File: src/rtl/zoram_dram_sched_if.sv
// Bus-side signal bundle for the FastRAM DRAM scheduler.
// The master side (bus decode) drives the access request and strobes.
// The slave side (scheduler) drives the DRAM strobes and status.
interface zoram_dram_sched_if;
  logic       acc_req;
  logic       acc_wr;
  logic       acc_uds;
  logic       acc_lds;
  logic       ras;
  logic       ucas;
  logic       lcas;
  logic       mux_col;
  logic       we;
  logic       acc_ack;
  logic [2:0] ref_pend;
  logic       busy;

  modport master (
    output acc_req, acc_wr, acc_uds, acc_lds,
    input  ras, ucas, lcas, mux_col, we, acc_ack, ref_pend, busy
  );

  modport slave (
    input  acc_req, acc_wr, acc_uds, acc_lds,
    output ras, ucas, lcas, mux_col, we, acc_ack, ref_pend, busy
  );
endinterface

File: src/rtl/zoram_dram_sched.sv
// FastRAM DRAM cycle scheduler: interleaves bus accesses with CAS-before-RAS
// refresh. All DRAM strobes come from flops loaded from the next-state
// decode, so they change cleanly on the clock edge.
//
// state     | meaning
// ----------+---------------------------------------------------------
// IDLE      | no cycle in progress; arbitrate access vs. owed refresh
// ACC_ROW   | RAS high, row address on MADDR; write flag captured
// ACC_COL   | column address on MADDR; WE set up ahead of CAS
// ACC_CAS   | lane CAS strobes high, ACK to the bus; held while requested
// REF_CAS   | both CAS high with RAS low (CAS-before-RAS setup)
// REF_RAS   | RAS joins CAS for two clocks; one owed refresh retired
// PRECHG    | all strobes low for RP_CYCLES clocks
module zoram_dram_sched #(
  parameter int REF_INTERVAL = 108,
  parameter int RP_CYCLES    = 2,
  parameter int REF_MAX_PEND = 4
) (
  input logic               CLK,
  input logic               RESET,
  zoram_dram_sched_if.slave bus
);

  localparam int TW = (REF_INTERVAL > 1) ? $clog2(REF_INTERVAL) : 1;
  localparam int CW = (RP_CYCLES > 1) ? $clog2(RP_CYCLES + 1) : 1;
  localparam logic [TW-1:0] TMR_RELOAD = TW'(REF_INTERVAL - 1);
  localparam logic [CW-1:0] RP_LOAD    = CW'(RP_CYCLES - 1);
  localparam logic [2:0]    PEND_MAX   = 3'(REF_MAX_PEND);

  typedef enum logic [2:0] {
    S_IDLE,
    S_ACC_ROW,
    S_ACC_COL,
    S_ACC_CAS,
    S_REF_CAS,
    S_REF_RAS,
    S_PRECHG
  } state_t;

  state_t        state, state_n;
  logic [CW-1:0] cnt, cnt_n;
  logic [TW-1:0] timer, timer_n;
  logic [2:0]    pend, pend_n;
  logic          wr_lat, wr_lat_n;
  logic          tick, ref_dec;

  logic ras_q, ucas_q, lcas_q, mux_q, we_q, ack_q, busy_q;
  logic ras_n, ucas_n, lcas_n, mux_n, we_n, ack_n, busy_n;

  // Next-state, dwell counter and write-flag capture.
  always_comb begin
    state_n  = state;
    cnt_n    = cnt;
    wr_lat_n = wr_lat;
    case (state)
      S_IDLE: begin
        // A saturated backlog beats the bus; otherwise the bus wins a tie.
        if (pend == PEND_MAX || (pend != 3'd0 && !bus.acc_req)) begin
          state_n = S_REF_CAS;
        end else if (bus.acc_req) begin
          state_n  = S_ACC_ROW;
          wr_lat_n = bus.acc_wr;
        end
      end
      S_ACC_ROW: state_n = bus.acc_req ? S_ACC_COL : S_PRECHG;
      S_ACC_COL: state_n = bus.acc_req ? S_ACC_CAS : S_PRECHG;
      S_ACC_CAS: if (!bus.acc_req) state_n = S_PRECHG;
      S_REF_CAS: begin
        state_n = S_REF_RAS;
        cnt_n   = CW'(1);
      end
      S_REF_RAS: begin
        if (cnt == '0) state_n = S_PRECHG;
        else           cnt_n   = cnt - CW'(1);
      end
      S_PRECHG: begin
        if (cnt == '0) state_n = S_IDLE;
        else           cnt_n   = cnt - CW'(1);
      end
      default: state_n = S_IDLE;
    endcase
    if (state_n == S_PRECHG && state != S_PRECHG) cnt_n = RP_LOAD;
  end

  // Refresh timer and owed-refresh bookkeeping; a tick and a retire cancel.
  always_comb begin
    tick    = (timer == '0);
    ref_dec = (state == S_REF_CAS) && (state_n == S_REF_RAS);
    timer_n = tick ? TMR_RELOAD : timer - TW'(1);
    pend_n  = pend;
    if (tick && !ref_dec) begin
      if (pend != PEND_MAX) pend_n = pend + 3'd1;
    end else if (!tick && ref_dec) begin
      pend_n = pend - 3'd1;
    end
  end

  // Strobe decode from the state being entered, so the flops hold it for the whole state.
  always_comb begin
    ras_n  = 1'b0;
    ucas_n = 1'b0;
    lcas_n = 1'b0;
    mux_n  = 1'b0;
    we_n   = 1'b0;
    ack_n  = 1'b0;
    busy_n = (state_n != S_IDLE);
    case (state_n)
      S_ACC_ROW: ras_n = 1'b1;
      S_ACC_COL: begin
        ras_n = 1'b1;
        mux_n = 1'b1;
        we_n  = wr_lat_n;
      end
      S_ACC_CAS: begin
        ras_n  = 1'b1;
        mux_n  = 1'b1;
        we_n   = wr_lat_n;
        ucas_n = bus.acc_uds;
        lcas_n = bus.acc_lds;
        ack_n  = bus.acc_uds | bus.acc_lds;
      end
      S_REF_CAS: begin
        ucas_n = 1'b1;
        lcas_n = 1'b1;
      end
      S_REF_RAS: begin
        ras_n  = 1'b1;
        ucas_n = 1'b1;
        lcas_n = 1'b1;
      end
      default: ;
    endcase
  end

  // State, timer and output registers; reset aborts any cycle in flight.
  always_ff @(posedge CLK) begin
    if (RESET) begin
      state  <= S_IDLE;
      cnt    <= '0;
      timer  <= TMR_RELOAD;
      pend   <= 3'd0;
      wr_lat <= 1'b0;
      ras_q  <= 1'b0;
      ucas_q <= 1'b0;
      lcas_q <= 1'b0;
      mux_q  <= 1'b0;
      we_q   <= 1'b0;
      ack_q  <= 1'b0;
      busy_q <= 1'b0;
    end else begin
      state  <= state_n;
      cnt    <= cnt_n;
      timer  <= timer_n;
      pend   <= pend_n;
      wr_lat <= wr_lat_n;
      ras_q  <= ras_n;
      ucas_q <= ucas_n;
      lcas_q <= lcas_n;
      mux_q  <= mux_n;
      we_q   <= we_n;
      ack_q  <= ack_n;
      busy_q <= busy_n;
    end
  end

  assign bus.ras      = ras_q;
  assign bus.ucas     = ucas_q;
  assign bus.lcas     = lcas_q;
  assign bus.mux_col  = mux_q;
  assign bus.we       = we_q;
  assign bus.acc_ack  = ack_q;
  assign bus.busy     = busy_q;
  assign bus.ref_pend = pend;

endmodule

File: src/flat_wrapper.sv
// flat-port wrapper written by rule: the top's interface ports become plain ports
module zoram_dram_sched_flat 
#(
  parameter int REF_INTERVAL = 108,
  parameter int RP_CYCLES    = 2,
  parameter int REF_MAX_PEND = 4
)
  (CLK, RESET, bus_acc_req, bus_acc_wr, bus_acc_uds, bus_acc_lds, bus_ras, bus_ucas, bus_lcas, bus_mux_col, bus_we, bus_acc_ack, bus_ref_pend, bus_busy);
  zoram_dram_sched_if bus_i ();
  input logic CLK;
  input logic RESET;
  input wire logic [$bits(bus_i.acc_req)-1:0] bus_acc_req;
  input wire logic [$bits(bus_i.acc_wr)-1:0] bus_acc_wr;
  input wire logic [$bits(bus_i.acc_uds)-1:0] bus_acc_uds;
  input wire logic [$bits(bus_i.acc_lds)-1:0] bus_acc_lds;
  output wire logic [$bits(bus_i.ras)-1:0] bus_ras;
  output wire logic [$bits(bus_i.ucas)-1:0] bus_ucas;
  output wire logic [$bits(bus_i.lcas)-1:0] bus_lcas;
  output wire logic [$bits(bus_i.mux_col)-1:0] bus_mux_col;
  output wire logic [$bits(bus_i.we)-1:0] bus_we;
  output wire logic [$bits(bus_i.acc_ack)-1:0] bus_acc_ack;
  output wire logic [$bits(bus_i.ref_pend)-1:0] bus_ref_pend;
  output wire logic [$bits(bus_i.busy)-1:0] bus_busy;
  assign bus_i.acc_req = bus_acc_req;
  assign bus_i.acc_wr = bus_acc_wr;
  assign bus_i.acc_uds = bus_acc_uds;
  assign bus_i.acc_lds = bus_acc_lds;
  assign bus_ras = bus_i.ras;
  assign bus_ucas = bus_i.ucas;
  assign bus_lcas = bus_i.lcas;
  assign bus_mux_col = bus_i.mux_col;
  assign bus_we = bus_i.we;
  assign bus_acc_ack = bus_i.acc_ack;
  assign bus_ref_pend = bus_i.ref_pend;
  assign bus_busy = bus_i.busy;
  zoram_dram_sched #(.REF_INTERVAL(REF_INTERVAL), .RP_CYCLES(RP_CYCLES), .REF_MAX_PEND(REF_MAX_PEND)) u_core (.CLK(CLK), .RESET(RESET), .bus(bus_i));
endmodule
File: config.mk
export PLATFORM = sky130hd
export DESIGN_NAME = zoram_dram_sched_flat
export DESIGN_NICKNAME = d
export VERILOG_FILES = /design/src/rtl/zoram_dram_sched_if.sv /design/src/rtl/zoram_dram_sched.sv /design/src/flat_wrapper.sv
export SDC_FILE = /design/constraint.sdc
export NUM_CORES = 1
export LEC_CHECK = 0
export CAP_MARGIN = 0
export CORE_MARGIN = 10
export CORE_UTILIZATION = 43
export CTS_CLUSTER_SIZE = 14
export DETAILED_ROUTE_END_ITERATION = 8
export GPL_TIMING_DRIVEN = 0
export MAX_ROUTING_LAYER = met4
export PLACE_DENSITY = 0.68
export SLEW_MARGIN = 10
export SYNTH_ARGS = -nofsm -noshare
export SYNTH_HDL_FRONTEND = slang
export SYNTH_SLANG_ARGS = --single-unit
File: constraint.sdc
create_clock -name CLK -period 2 [get_ports CLK]
set_input_delay 0.4 -clock CLK [delete_from_list [all_inputs] [get_ports CLK]]
set_output_delay 0.4 -clock CLK [all_outputs]
set_load 0.05 [all_outputs]
==> run_summary.xml <==
<?xml version="1.0" encoding="UTF-8"?>
<metrics>
  <group name="global_route">
    <metric name="maximum_number_of_pins_on_one_net_before_global_route_repair" unit="">15</metric>
    <metric name="groute.usage.overall" unit="%">9.92</metric>
    <metric name="initial_antenna_violation_count" unit="">0</metric>
    <metric name="grt_pass1_wl" unit="mm">4.23</metric>
    <metric name="first_global_vias" unit="">954</metric>
    <metric name="total_gr_overflow" unit="">0</metric>
  </group>
  <group name="die">
    <metric name="die_width" unit="um">71.4</metric>
    <metric name="dieArea" unit="mm2">0.00510</metric>
    <metric name="row_cnt" unit="">18</metric>
    <metric name="initial_cell_density_of_the_core" unit="%">45.5</metric>
    <metric name="chipHeight" unit="um">71.4</metric>
    <metric name="floorplan.io_pins" unit="">16</metric>
    <metric name="core_area" unit="mm2">0.00250</metric>
  </group>
  <group name="detailed_routing">
    <metric name="detail-route-antenna-nets" unit="">0</metric>
    <metric name="routed_vias" unit="">961</metric>
    <metric name="detailedRoute.firstIterationViolations" unit="">46</metric>
    <metric name="routedWlPerCell" unit="um">13.8</metric>
    <metric name="drc" unit="">0</metric>
    <metric name="postRouteWirelength" unit="mm">2.47</metric>
    <metric name="number_of_search_and_repair_iterations_in_the_first_detailed_routing_pass" unit="">4</metric>
    <metric name="via_to_cell_ratio" unit="">5.37</metric>
  </group>
  <group name="timing">
    <metric name="grt_setup_unrepaired" unit="">yes</metric>
    <metric name="post-route-min-period" unit="ps">1970</metric>
    <metric name="max_slew.worst_pin.slew" unit="ps">545</metric>
    <metric name="achievable-frequency" unit="MHz">507</metric>
    <metric name="slew_violations" unit="">0</metric>
    <metric name="holdWs" unit="ps">420</metric>
    <metric name="setup_violations" unit="">0</metric>
    <metric name="fin_skew" unit="ps">4.02</metric>
    <metric name="min_period_over_period" unit="%">98.7</metric>
    <metric name="max_slew_headroom_at_the_worst_pin" unit="%">63.6</metric>
    <metric name="number_of_hold_slack_violations_in_the_final_timing_report" unit="">0</metric>
  </group>
  <group name="run_status">
    <metric name="status" unit="">completed</metric>
  </group>
  <group name="clock_network">
    <metric name="clock_tree.htree_level_count" unit="">1</metric>
    <metric name="max-clock-path-buffers" unit="">2</metric>
    <metric name="cts_root_buffer" unit="">clkbuf_4</metric>
    <metric name="clk_transition_reported_paths" unit="ps">140</metric>
    <metric name="clk_latency" unit="ps">310</metric>
    <metric name="cts.sinks" unit="">23</metric>
    <metric name="total_cts_buffers" unit="">3</metric>
    <metric name="cts_tree" unit="">built</metric>
  </group>
  <group name="setup_path">
    <metric name="crit_fanout" unit="">4</metric>
    <metric name="critical_path.startpoint_type" unit="">flop</metric>
    <metric name="endpoint_kind" unit="">flop</metric>
    <metric name="worst-endpoint-required" unit="ps">2260</metric>
    <metric name="critical_path_arrival" unit="ps">2230</metric>
    <metric name="timing_worst_setup_path_type" unit="">flop to flop</metric>
  </group>
  <group name="synth">
    <metric name="synth_fp_nets" unit="">135</metric>
    <metric name="synthTopCellsByCount" unit="">dfxtp_1, inv_1, nand2_1, nor2_1</metric>
    <metric name="synth_top_area_share" unit="%">40.5</metric>
    <metric name="synth_cell_types" unit="">45</metric>
    <metric name="synth_area_per_cell" unit="um2">9.03</metric>
    <metric name="yosys_most_used_dff" unit="">dfxtp_1</metric>
    <metric name="syn_area" unit="mm2">0.00114</metric>
    <metric name="synth_edf_count" unit="">0</metric>
    <metric name="synth_top_cell_by_area" unit="">dfxtp_1</metric>
    <metric name="synth_seq_area_share" unit="%">40.5</metric>
    <metric name="yosys-top-cells-area" unit="">dfxtp_1, nand2b_1, a21oi_1</metric>
    <metric name="postSynth.asyncResetShare" unit="%">0</metric>
    <metric name="synth.yosys.warnings" unit="">0</metric>
    <metric name="syn-instance-count" unit="">126</metric>
    <metric name="synth_seq_cells" unit="">23</metric>
    <metric name="synthMostInstantiatedCell" unit="">dfxtp_1</metric>
  </group>
  <group name="place">
    <metric name="gp_congestion" unit="">0.767</metric>
    <metric name="dp.cells" unit="">171</metric>
    <metric name="dp_hpwl" unit="mm">1.83</metric>
    <metric name="placedInstanceArea" unit="mm2">0.00134</metric>
    <metric name="io_buffers" unit="">15</metric>
  </group>
  <group name="layout">
    <metric name="area_growth" unit="%">24.5</metric>
    <metric name="net_count_final" unit="">159</metric>
    <metric name="n_antenna_cell" unit="">0</metric>
    <metric name="final_design_area_no_fill" unit="mm2">0.00142</metric>
    <metric name="final_cell_count_no_fill" unit="">179</metric>
    <metric name="ratio_of_cells_with_drive_above_1_in_the_final_layout" unit="%">14.1</metric>
    <metric name="fillerInstances" unit="">230</metric>
  </group>
  <group name="power_and_ir_drop">
    <metric name="power" unit="mW">1.93</metric>
    <metric name="pwr_density_cell" unit="mW/mm2">1360</metric>
    <metric name="p_leak" unit="nW">0.534</metric>
    <metric name="vdd_ir_drop_max" unit="mV">0.767</metric>
  </group>
  <group name="flow_run">
    <metric name="drv_cap" unit="">0</metric>
  </group>
  <group name="worst_hold_path">
    <metric name="classification_of_the_worst_slack_hold_path" unit="">flop to flop</metric>
  </group>
</metrics>
timing repair:
| action | in CTS | in global routing |
|---|---|---|
| hold buffers | 0 | 0 |
| setup endpoints to repair | 3 | 2 |
| setup buffers | 1 | 3 |
| gates resized for setup | 2 | 7 |
| pin swaps | 0 | 5 |
logic make-up (layout without fill, tap and decap cells):
group,after synthesis,after routing,synth area share [%]
AND/OR/NAND/NOR,51,51,26.1
multiplexers,1,1,0.990
flip-flops,23,23,40.5
XOR/XNOR,3,3,2.31
AO/OA/AOI/OAI,30,30,19.4
adder cells (fa/ha/maj),4,4,4.84
buffers and inverters,14,37,5.94
worst max-delay path, cell delays in order, from the launching register on:
cell,delay (ps)
dfxtp_2,350
inv_2,60
ha_4,140
nor4b_4,250
nand3_2,170
fa_2,400
a211o_1,260
a31o_1,180
a21oi_1,100
per-stage QoR:
step                      utilization [%]  setup TNS (ps)  worst slack (ps)
final                                56.7               0              26.0
after global routing                 56.7            -109              -109
after CTS                            55.1            -109              -109
after detailed placement             53.7            -137              -137
after global placement               53.7           -70.9             -70.9
after floorplan                         -               0              40.8
layer usage:
metal	vias up	track usage, %	wire, um
met4	0	2.37	8
met5	-	-	0
met3	2	2.20	93
li1	492	-	-
met1	453	11.1	1040
met2	14	17.4	1330
cell usage in the layout (no fill, tap or decap), types with 3 or more instances in the layout:
| master | n |
|---|---|
| clkbuf_1 | 3 |
| nor3_1 | 3 |
| dfxtp_1 | 21 |
| o31ai_1 | 4 |
| clkbuf_4 | 3 |
| clkdlybuf4s50_1 | 12 |
| inv_1 | 7 |
| or3b_1 | 4 |
| nand3_1 | 4 |
| a21oi_1 | 7 |
| nand2b_1 | 7 |
| nor2_1 | 9 |
| nand2_1 | 9 |
| buf_4 | 4 |
final cells by class:
cell class / count / area (um2) / share of cell area, %
multi-input cells: 89 / 638 / 45.1
flip-flops and latches: 23 / 463 / 32.7
repair buffers: 19 / 180 / 12.7
well taps: 30 / 37.5 / 2.65
plain buffers: 5 / 33.8 / 2.39
inverters: 9 / 33.8 / 2.39
clock buffers: 3 / 22.5 / 1.59
clock inverters: 1 / 7.51 / 0.530
state kept, by name, indices dropped and copies added (netlist names):
name	flops
u_core.bus.acc_ack	1
u_core.bus.busy	1
u_core.bus.lcas	1
u_core.bus.mux_col	1
u_core.bus.ras	1
u_core.bus.ref_pend	3
u_core.bus.ucas	1
u_core.bus.we	1
u_core.cnt	2
u_core.state	3
u_core.timer	7
u_core.wr_lat	1
power breakdown:
group / leakage, nW / switching, mW / internal, mW
clock network: 0.0139 / 0.148 / 0.0762
logic: 0.331 / 0.617 / 0.426
registers: 0.188 / 0.0894 / 0.573
total: 0.534 / 0.854 / 1.08
path summary, 6_finish.rpt:
check	start	cells after the start	to	slack (ps)
max	u_core.timer[1]	8	u_core.bus.ref_pend[2]	30
min	u_core.timer[0]	1	u_core.timer[0]	420
max reg2reg	u_core.timer[1]	8	u_core.bus.ref_pend[2]	30
min reg2reg	u_core.timer[0]	1	u_core.timer[0]	420
Note: power is estimated with default switching activity, not from simulation.
